`src/rtl/dm_mmio_txfifo.sv`:
```
// rtl/dm_mmio_txfifo.sv - MMIO TX FIFO responder on the data-memory bus with a host valid/ready stream
module dm_mmio_txfifo #(
    parameter logic [31:0] BASE_ADDR = 32'h1000_0000,
    parameter int          DEPTH     = 8
) (
    input  logic        CLK,
    input  logic        RST,
    input  logic        MEM_READ,
    input  logic        MEM_WRITE,
    input  logic [31:0] ADDR,
    input  logic [31:0] WRITE_DATA,
    output logic [31:0] DATA_OUT,
    output logic        HIT,
    output logic        HOST_VALID,
    output logic [31:0] HOST_DATA,
    input  logic        HOST_READY
);
    localparam int PW = $clog2(DEPTH);
    localparam int CW = PW + 1;

    localparam logic [1:0] REG_TXDATA = 2'd0;
    localparam logic [1:0] REG_STATUS = 2'd1;
    localparam logic [1:0] REG_DROPS  = 2'd2;

    logic [31:0]   mem [DEPTH];
    logic [PW-1:0] rd_ptr;
    logic [PW-1:0] wr_ptr;
    logic [CW-1:0] count;
    logic [15:0]   drops;

    logic          in_win;
    logic [1:0]    reg_sel;
    logic          empty;
    logic          full;
    logic          pop;
    logic          push_req;
    logic          push;
    logic          drop;
    logic          drops_clr;
    logic [31:0]   rd_data;
    logic          unused_addr_bits;

    // Byte offset within a word carries no meaning for this window
    assign unused_addr_bits = ^ADDR[1:0];

    assign in_win    = (ADDR[31:4] == BASE_ADDR[31:4]);
    assign reg_sel   = ADDR[3:2];
    assign empty     = (count == '0);
    assign full      = (count == CW'(DEPTH));
    assign pop       = !empty && HOST_READY;
    assign push_req  = MEM_WRITE && in_win && (reg_sel == REG_TXDATA);
    // A full FIFO still accepts a store when the host drains the head in the same cycle
    assign push      = push_req && (!full || pop);
    assign drop      = push_req && full && !pop;
    assign drops_clr = MEM_WRITE && in_win && (reg_sel == REG_DROPS);

    assign HOST_VALID = !empty;
    assign HOST_DATA  = empty ? 32'h0 : mem[rd_ptr];

    // Register read mux built from pre-edge state so loads see values before same-cycle updates
    always_comb begin
        rd_data = 32'h0;
        case (reg_sel)
            REG_STATUS: rd_data = {16'h0, 8'(count), 6'h0, full, empty};
            REG_DROPS:  rd_data = {16'h0, drops};
            default:    rd_data = 32'h0;
        endcase
    end

    // FIFO storage; pointers are reset, contents need not be
    always_ff @(posedge CLK) begin
        if (!RST && push) begin
            mem[wr_ptr] <= WRITE_DATA;
        end
    end

    // Pointers, occupancy, drop counter and registered load response
    always_ff @(posedge CLK) begin
        if (RST) begin
            rd_ptr   <= '0;
            wr_ptr   <= '0;
            count    <= '0;
            drops    <= 16'h0;
            DATA_OUT <= 32'h0;
            HIT      <= 1'b0;
        end else begin
            if (push) begin
                wr_ptr <= wr_ptr + PW'(1);
            end
            if (pop) begin
                rd_ptr <= rd_ptr + PW'(1);
            end
            case ({push, pop})
                2'b10:   count <= count + CW'(1);
                2'b01:   count <= count - CW'(1);
                default: count <= count;
            endcase
            if (drops_clr) begin
                drops <= 16'h0;
            end else if (drop && (drops != 16'hFFFF)) begin
                drops <= drops + 16'h1;
            end
            DATA_OUT <= (MEM_READ && in_win) ? rd_data : 32'h0;
            HIT      <= MEM_READ && in_win;
        end
    end
endmodule

```
`config.mk`:
```
export PLATFORM = sky130hd
export DESIGN_NAME = dm_mmio_txfifo
export DESIGN_NICKNAME = d
export VERILOG_FILES = /design/src/rtl/dm_mmio_txfifo.sv
export SDC_FILE = /design/constraint.sdc
export NUM_CORES = 1
export LEC_CHECK = 0
export ABC_AREA = 1
export BUFFER_PORTS_ARGS = -buffer_cell sky130_fd_sc_hd__buf_2
export CORE_MARGIN = 5
export CORE_UTILIZATION = 50
export DETAILED_ROUTE_END_ITERATION = 16
export PLACE_DENSITY = 0.79
export SLEW_MARGIN = 30
export SYNTH_ARGS = -nofsm -noshare
export SYNTH_HDL_FRONTEND = slang
export SYNTH_SLANG_ARGS = --single-unit
```
`constraint.sdc`:
```
create_clock -name CLK -period 6.79 [get_ports CLK]
set_clock_uncertainty 0.15 [all_clocks]
set_input_delay 0.679 -clock CLK [delete_from_list [all_inputs] [get_ports CLK]]
set_output_delay 0.679 -clock CLK [all_outputs]
set_load 0.03 [all_outputs]
```
Word level (Yosys, flattened, before mapping)
Memories as Yosys holds them, arrays and structs flattened. A register that Yosys moved wholly into a read port is not among the register bits.
Index checks and enable logic that the tools add are counted.

storage, ports and cells
  register bits after elaboration = 59
  memories = 1
  latch bits = 0
  bits in writable memories = 256
  bits in read-only memories = 0
  input bits = 69

memories
  memory  words  bits a word  rd ports  clocked after memory_dff  write ports  line  text
  mem     8      32           1         1                         1            25    logic [31:0] mem [DEPTH];

operators by class
  $lt $le $gt $ge = 0
  reductions and logical operators = 20
  eq/ne operators = 7
  $add $sub $neg = 5
  mux-type cells = 7
  shift-type cells = 0
  divide/modulo/power cells = 0
  bitwise gates (word level) = 1
  $mul = 0

operators with widths
  cell                                                                 count
  32-bit 2-to-1 mux                                                    1
  16-bit one-hot mux with 2 select lines                               1
  28-bit by 25-bit == test with 1-bit output (second input constant)   1
  16-bit by 1-bit adder with 16-bit output (second input constant)     1
  16-bit inequality test (second input constant)                       1
  1-bit logical AND                                                    10
  4-bit one-hot mux with 2 select lines                                1
  3-bit by 1-bit adder with 3-bit output (second input constant)       2
  3-bit 2-to-1 mux                                                     2
  4-bit by 1-bit adder with 4-bit output (second input constant)       1
  2-bit by 1-bit == test with 1-bit output (second input constant)     2
  2-bit == test (second input constant)                                2
  4-bit == test (second input constant)                                1
  1-bit zero test                                                      4
  4-bit zero test                                                      1
  2-bit OR reduction                                                   2
  4-bit by 1-bit subtractor with 4-bit output (second input constant)  1
  2-bit zero test                                                      1
  1-bit 2-to-1 mux                                                     2
  2-bit nonzero test                                                   1
  1-bit logical OR                                                     1
  1-bit inverter                                                       1

Logic depth before layout (Yosys ltp)
Gate-level depths: netlist of run 1.

  depth after elaboration = 8
  mapped depth = 14
  gate-level depth less buffers = 14

Least setup slack after synthesis of run 1
No wires, ideal clock.

  path type = input to register
  start = in ADDR[20]
  end = mem mem[1][0], enable pin
  arrival = 2948 ps
  data required time = 6219 ps
  path slack = 3271 ps
  stages on the path = 9
  path through = inv_1 nand2_1 nor2_1 nand3_1 nor2_2 nand3_2 nor2_2 nand2_1 nor2_1

on the way
  cells in the longest elaborated chain, start to end = 7

ends and longest elaborated chain
  element                                     line  text
  from (decl)                                 10    input logic [31:0] ADDR,
  28-bit by 25-bit == test with 1-bit output  46    assign in_win = (ADDR[31:4] == BASE_ADDR[31:4]);
  1-bit logical AND (2 in series)             51    assign push_req = MEM_WRITE && in_win && (reg_sel == REG_TXDATA);
  1-bit logical AND                           53    assign push = push_req && (!full || pop);
  1-bit logical AND                           72    if (!RST && push) begin
  1-bit 2-to-1 mux                            72
  1-bit 2-to-1 mux (implied by the code)      73    mem[wr_ptr] <= WRITE_DATA;
  to (decl)                                   25

Every way passes these cells.

==> results.rst, run 1 <==
.. list-table::
   :header-rows: 1

   * - Metric
     - Value
   * - Number of nets with antenna violations after routing
     - 0
   * - CTS tree
     - yes
   * - Maximum capacitance violations
     - 0
   * - Met3 track demand over resource in global routing
     - 0.0347
   * - Final cycle utilization of the critical path
     - 0.561
   * - Routability congestion estimate from global placement
     - 0.844
   * - Global-route track usage on met1
     - 0.245
   * - Setup repair after global routing missed its margin
     - false
   * - Busiest layer in global routing
     - met2
   * - Sum Neg Setup Slack
     - 0 ps
   * - Top fanout value on the critical path
     - 80
   * - Die height
     - 168 um
   * - Commonest cells after routing, fill and taps aside
     - sky130_fd_sc_hd__nor2_1, sky130_fd_sc_hd__edfxtp_1, sky130_fd_sc_hd__buf_2
   * - Most frequent standard cell in the layout excluding fill and tap cells
     - sky130_fd_sc_hd__nor2_1
   * - Yosys synthesis warning count
     - 0
   * - Worst slack at placement
     - 3030 ps
   * - Root Buffer Master
     - sky130_fd_sc_hd__clkbuf_16
   * - Starting density of the core
     - 0.503
   * - Post-synth EDFFs
     - ~260
   * - Crit path required time
     - between 5000 and 6000 ps
   * - Highest ir drop seen on vdd
     - about 210 uV
   * - Dominant cells by area after synthesis
     - sky130_fd_sc_hd__edfxtp_1, sky130_fd_sc_hd__nor2_1, sky130_fd_sc_hd__dfxtp_1
   * - Highest-delay cell along the critical path
     - sky130_fd_sc_hd__buf_4
   * - Clock network latency to the later pin of the worst-skew pair
     - roughly 550 ps
   * - Maximum number of pins on one net before global-route repair
     - 81
   * - Met2 global-route usage
     - 0.311
   * - Count of pins over their slew limit
     - 0
   * - Most used DFF post-synth
     - sky130_fd_sc_hd__edfxtp_1
   * - Bufs on Longest Clock Path
     - 3
   * - Type of element launching the critical path
     - flip-flop
   * - Number of input and output port buffers inserted
     - around 120
   * - Cells along the critical path
     - buf_4 -> nor2_1 -> o32ai_1 -> o21ai_0 -> nor2_1 -> buf_2
   * - LEAKAGE
     - around 5 nW
   * - Number of standard cells after synthesis
     - ~1.1k
   * - Critical Path Most Common Cell
     - sky130_fd_sc_hd__nor2_1
   * - Setup crit end kind
     - primary output
   * - Share of Yosys cell area claimed by the top area cell type
     - 0.614
   * - Highest achievable clock rate
     - approximately 0.26 GHz
   * - Number of buffers inserted during clock tree synthesis
     - 29
   * - Initial antenna violation count
     - 2
   * - Floorplan die area
     - around 28000 sq um
   * - Period minus WS final
     - 3810 ps
   * - Post-DR vias/cell
     - between 5 and 6
   * - Transition time at the pin with the least slew margin
     - approximately 800 ps
   * - Number of violations reported at the end of detailed-routing iteration 0
     - about 840
   * - Share of final-layout standard cells stronger than drive strength 1
     - 0.161
   * - Synthesized area
     - 12500 sq um
   * - Number of hold-slack violations in the final timing report
     - 0
   * - Synthesized area per cell
     - 11.5 sq um
   * - Worst Path Arrival
     - 2980 ps
   * - Status
     - completed
   * - Unique masters post-synth
     - 31
   * - Type of the setup path with the least slack
     - flip-flop to primary output
   * - Slowest Stage Delay on Critical Path
     - 740 ps
   * - Top cell type by total area after synthesis
     - sky130_fd_sc_hd__edfxtp_1
   * - CORE AREA
     - 24900 sq um
   * - Post-synthesis register bit count
     - between 300 and 400
   * - DRC violations left
     - 0
   * - Clock transition at the registers of the reported paths
     - about 60 ps
   * - Synthesis-to-finish area growth
     - 14.5%
   * - Areal power density over the cells
     - between 300 and 400 nW/um^2
   * - Number of clock sinks
     - 302
   * - Htree depth
     - 1
   * - # diodes
     - 0
   * - Post-CTS setup buffer count
     - 0
   * - Vias in the first global route
     - between 8k and 9k
   * - DP Wirelength
     - 15700 um
   * - Cts repair resizes
     - 0
   * - Worst hold-check path type
     - input port to flip-flop
   * - Final setup viols
     - 0
   * - Final worst slack
     - 2980 ps
   * - Number of rows created at floorplan
     - 58
   * - Via total after detailed routing
     - 8446
   * - Remaining Overflow, GRT
     - 0
   * - Relative slew slack
     - 0.468
   * - Total wirelength of the detailed-routed design
     - 26300 um
   * - Worst setup slack for register-to-register paths
     - 3630 ps
   * - Width of the die
     - around 170 um
   * - Nets
     - approximately 1.3k
   * - Part of the Yosys area used for sequential elements
     - 0.688
   * - Number of detailed-routing iterations run before antenna repair
     - 6
   * - Global-route wire length before repair
     - roughly 42000 um
   * - Async S/R FF share, synth
     - 0
   * - Cts-stage hold buffer count
     - 0
   * - Number of top-level pins
     - ~140
   * - Detailed-route wire length per cell
     - approximately 17 um
   * - Global router's overall resource usage
     - 0.182
==> where the power goes <==
group / internal [mW] / leakage, nW / switching (mW)
combinational: 0.464 / 1.97 / 1.06
clock: 0.827 / 0.425 / 0.644
sequential: 2.03 / 2.67 / 0.102
total: 3.32 / 5.07 / 1.80
==> worst max-delay path, delay by kind of cell, from the launching register on <==
kind | cells | cell delay, ps
AO/OA/AOI/OAI | 2 | 470
buffers and inverters | 2 | 960
flip-flops | 1 | 690
AND/OR/NAND/NOR | 2 | 300
==> cell families (layout without fill, tap and decap cells) <==
family | count (synthesis) | in the layout | synth area share
simple gates | 419 | 419 | 0.135
flops | 302 | 302 | 0.688
compound gates | 215 | 215 | 0.108
buf+inv | 130 | 238 | 0.0481
xor+xnor | 14 | 14 | 0.00979
fa+ha+maj | 10 | 10 | 0.0106
other cells | 1 | 16 | 0.000300
==> state kept, by name (all words and copies together) (netlist names), named ones only <==
name and count:
drops 16, wr_ptr 3, DATA_OUT 16, mem 256
rd_ptr 3, HIT 1, count 4
==> path summary, 6_finish.rpt <==
kind	from	end	depth (start not counted)
max reg2reg	count[2]	mem[1][6]	9
min reg2reg	rd_ptr[2]	rd_ptr[2]	2
min	RST	wr_ptr[1]	2
max	flip-flop	HOST_DATA[19]	6
==> layer usage <==
layer / part of all wire / routed length (um)
met4: 0.014 / 380
met2: 0.49 / 12900
met1: 0.42 / 11000
met3: 0.078 / 2060
met5: 0.0013 / 34
==> metrics by stage <==
step           total power [mW]  hold WS (ps)   util  instance area [sq um]  cells
2_1_floorplan              3.30           283      -                  12600   1106
3_3_place_gp               3.66           301  0.535                  13300   1487
3_5_place_dp               3.69           312  0.541                  13500   1492
4_1_cts                    5.16           206  0.576                  14300   1544
5_1_grt                    5.42           226  0.576                  14300   1544
6_report                   5.12           234  0.576                  14300   1544
==> cells in the mapped netlist, drive strengths merged (5+ instances only) <==
cell type,number
a21oi,32
buf,40
clkbuf,35
dfxtp,46
edfxtp,256
ha,9
inv,54
nand2,61
nand3,35
nor2,314
nor3,5
o21ai,104
o21bai,15
o32ai,64
xor2,13
==> cell type report <==
type                            count  area (sq um)
Multi-Input combinational cell    674          3430
Sequential cell                   302          8620
Clock inverter                     16           125
Clock buffer                       36           752
Inverter                           55           211
Tap cell                          330           413
Timing Repair Buffer              131           793
Fill cell                        2003         10600
No activity file was read; power rests on OpenSTA's default activity.
==> run 2, diff against run 1 <==
PLACE_DENSITY = 0.81   (was 0.79)
clock period = 3.2 ns   (was 6.79 ns; I/O delays follow)
==> run 2 against run 1 <==
Against the previous run: clock-buffer cell count unchanged; sequential power is 110% higher; critical endpoint is now HOST_DATA[2]; worst hold slack got worse by 180 ps; clock power increased by 110%; wire length is 7.0% higher; core utilization increased by 2.1 points; die area unchanged.
==> results.rst, run 2 (synthesis gave the netlist of run 1 again) <==
.. list-table::
   :header-rows: 1

   * - Metric
     - Value
   * - Cell Count Post-Placement
     - approximately 1.5k
   * - Highest ir drop seen on vdd
     - 408 uV
   * - Proportion of total power due to net switching
     - 0.351
   * - Launch instance of the worst register-to-register path
     - count[2]
   * - Areal power density over the cells
     - 752 nW/um^2
   * - Transition time at the pin with the least slew margin
     - 598 ps
   * - Max reg flops
     - ~260
   * - Number of input and output port buffers inserted
     - approximately 120
   * - Global router's overall resource usage
     - 0.193
   * - Clock transition at the registers of the reported paths
     - roughly 60 ps
   * - Nets
     - about 1.3k
   * - Starting density of the core
     - 0.503
   * - Floorplan die area
     - ~28000 sq um
   * - Number of rows created at floorplan
     - 58
   * - Sum Neg Setup Slack
     - 0 ps
   * - Type of element launching the critical path
     - flip-flop
   * - # diodes
     - 0
   * - Global-route wire length before repair
     - between 40000 and 50000 um
   * - Number of nets with antenna violations after routing
     - 0
   * - Cell Int Power
     - around 7.2 mW
   * - LEAKAGE
     - roughly 5.3 nW
   * - Total wirelength of the detailed-routed design
     - 28100 um
   * - Number of hold-slack violations in the final timing report
     - 0
   * - Crit path required time
     - 2730 ps
   * - Number of detailed-routing iterations run before antenna repair
     - 5
   * - Via total after detailed routing
     - 8765
   * - Fraction of power consumed by sequential logic
     - 0.402
   * - Highest-delay cell along the critical path
     - sky130_fd_sc_hd__dfxtp_4
   * - Part of the total power dissipated in combinational logic
     - 0.316
   * - Width of the die
     - approximately 170 um
   * - Setup repair after global routing missed its margin
     - false
   * - Startpoint of the most critical hold path
     - HOST_READY
   * - Switch Pwr
     - ~4 mW
   * - Worst slack at placement
     - roughly 370 ps
   * - Post-Route Utilization
     - 0.597
   * - Synthesis-to-finish area growth
     - 18.7%
   * - Worst hold-check path type
     - input port to flip-flop
   * - Setup crit end kind
     - primary output
   * - DRC violations left
     - 0
   * - Number of violations reported at the end of detailed-routing iteration 0
     - a little over 1k
   * - Number of top-level pins
     - roughly 140
   * - Most flop-heavy register
     - mem
   * - Final worst slack
     - between 150 and 200 ps
   * - Critical Path Most Common Cell
     - sky130_fd_sc_hd__nor2_1
   * - Commonest cells after routing, fill and taps aside
     - sky130_fd_sc_hd__nor2_1, sky130_fd_sc_hd__edfxtp_1, sky130_fd_sc_hd__buf_2
   * - Clock network latency to the later pin of the worst-skew pair
     - 530 ps
   * - Final cycle utilization of the critical path
     - 0.943
   * - Root Buffer Master
     - sky130_fd_sc_hd__clkbuf_16
   * - Type of the setup path with the least slack
     - flip-flop to primary output
   * - CTS tree
     - yes
   * - Worst Hold Slack
     - 50.9 ps
   * - Clock power frac
     - 0.283
   * - Maximum capacitance violations
     - 0
   * - Largest regs
     - mem x256, DATA_OUT x16, drops x16
   * - Cells along the critical path
     - buf_12 -> nor2_1 -> o32ai_1 -> o21ai_0 -> nor2_1 -> buf_2
   * - Number of buffers inserted during clock tree synthesis
     - 29
   * - Detailed-route wire length per cell
     - between 15 and 20 um
   * - CORE AREA
     - 24900 sq um
   * - Count of pins over their slew limit
     - 0
   * - Relative slew slack
     - 0.600
   * - Post-DR vias/cell
     - around 5.5
   * - Htree depth
     - 1
   * - Vias in the first global route
     - 8729
   * - Remaining Overflow, GRT
     - 0
   * - Status
     - completed
   * - DP Wirelength
     - between 15000 and 20000 um
   * - Slowest Stage Delay on Critical Path
     - 590 ps
   * - Bufs on Longest Clock Path
     - 3
   * - Final setup viols
     - 0
   * - Maximum number of pins on one net before global-route repair
     - slightly above 80
   * - Share of final-layout standard cells stronger than drive strength 1
     - 0.165
   * - Fin cells
     - approximately 1.6k
   * - Routability congestion estimate from global placement
     - roughly 0.85
   * - Highest achievable clock rate
     - ~0.33 GHz
   * - Most frequent standard cell in the layout excluding fill and tap cells
     - sky130_fd_sc_hd__nor2_1
   * - Initial antenna violation count
     - 0
   * - Number of clock sinks
     - around 300
   * - Top fanout value on the critical path
     - 82
   * - Worst Path Arrival
     - between 2000 and 3000 ps
   * - Fillcell total
     - approximately 1.8k
   * - Period minus WS final
     - just over 3000 ps
   * - Die height
     - between 150 and 200 um
   * - Worst setup slack for register-to-register paths
     - between 600 and 700 ps
## run 2: changes by cell type in the layout (fill, tap and decap cells not counted), moves of 2 or more
cell                            change
sky130_fd_sc_hd__dlygate4sd3_1     +34
sky130_fd_sc_hd__buf_12            +12
sky130_fd_sc_hd__buf_4              +7
sky130_fd_sc_hd__buf_16             -4
sky130_fd_sc_hd__clkinv_4           -2
sky130_fd_sc_hd__clkinvlp_2         +2
## run 2: worst paths after layout
check	end	depth (start not counted)
min	flip-flop	4
max reg2reg	count[3]	13
max	HOST_DATA[2]	6
min reg2reg	flip-flop	2
## run 2: final cells by class
| type | count | area [sq um] | share of cell area |
|---|---|---|---|
| clock buffers | 36 | 752 | 0.0506 |
| repair buffers | 180 | 1320 | 0.0886 |
| inverters | 55 | 215 | 0.0145 |
| well taps | 330 | 413 | 0.0278 |
| clock inverters | 15 | 119 | 0.00800 |
| flip-flops and latches | 302 | 8620 | 0.580 |
| multi-input cells | 674 | 3430 | 0.231 |
## run 2: per-stage QoR
| step | power (mW) | area, sq um |
|---|---|---|
| final | 11.2 | 14900 |
| after global routing | 11.7 | 14900 |
| after CTS | 11.1 | 14800 |
| after detailed placement | 7.97 | 13600 |
| after global placement | 7.88 | 13600 |
| after floorplan | 7.00 | 12600 |
## run 2: metal layers
| metal | wire length, um | global-route usage | vias to the layer above |
|---|---|---|---|
| met3 | 1700 | 0.0286 | 61 |
| met1 | 11500 | 0.250 | 4245 |
| met4 | 712 | 0.0586 | 0 |
| li1 | - | - | 4126 |
| met2 | 14200 | 0.340 | 333 |
| met5 | 0 | 0 | - |
## run 2: timing repair
action / 4_1_cts / 5_1_grt
hold buffers: 34 / 0
endpoints found under the setup margin: 0 / 15
buffers inserted: 0 / 1
resized for setup: 0 / 1
endpoints found under the hold margin: 262 / 0
## run 2: worst max-delay path, delay by kind of cell, from the launching register on
family                 cells  cell delay, ps
buffers and inverters      2             620
AO/OA/AOI/OAI              2             390
AND/OR/NAND/NOR            2             370
flip-flops                 1             590
## run 2: power groups by stage
stage	Sequential [mW]	Clock, mW	Combinational [mW]
3_5_place_dp	4.59	0	3.38
4_1_cts	4.51	3.19	3.44
2_1_floorplan	4.42	0	2.58
6_report	4.49	3.16	3.53
3_3_place_gp	4.59	0	3.30
5_1_grt	4.50	3.38	3.86
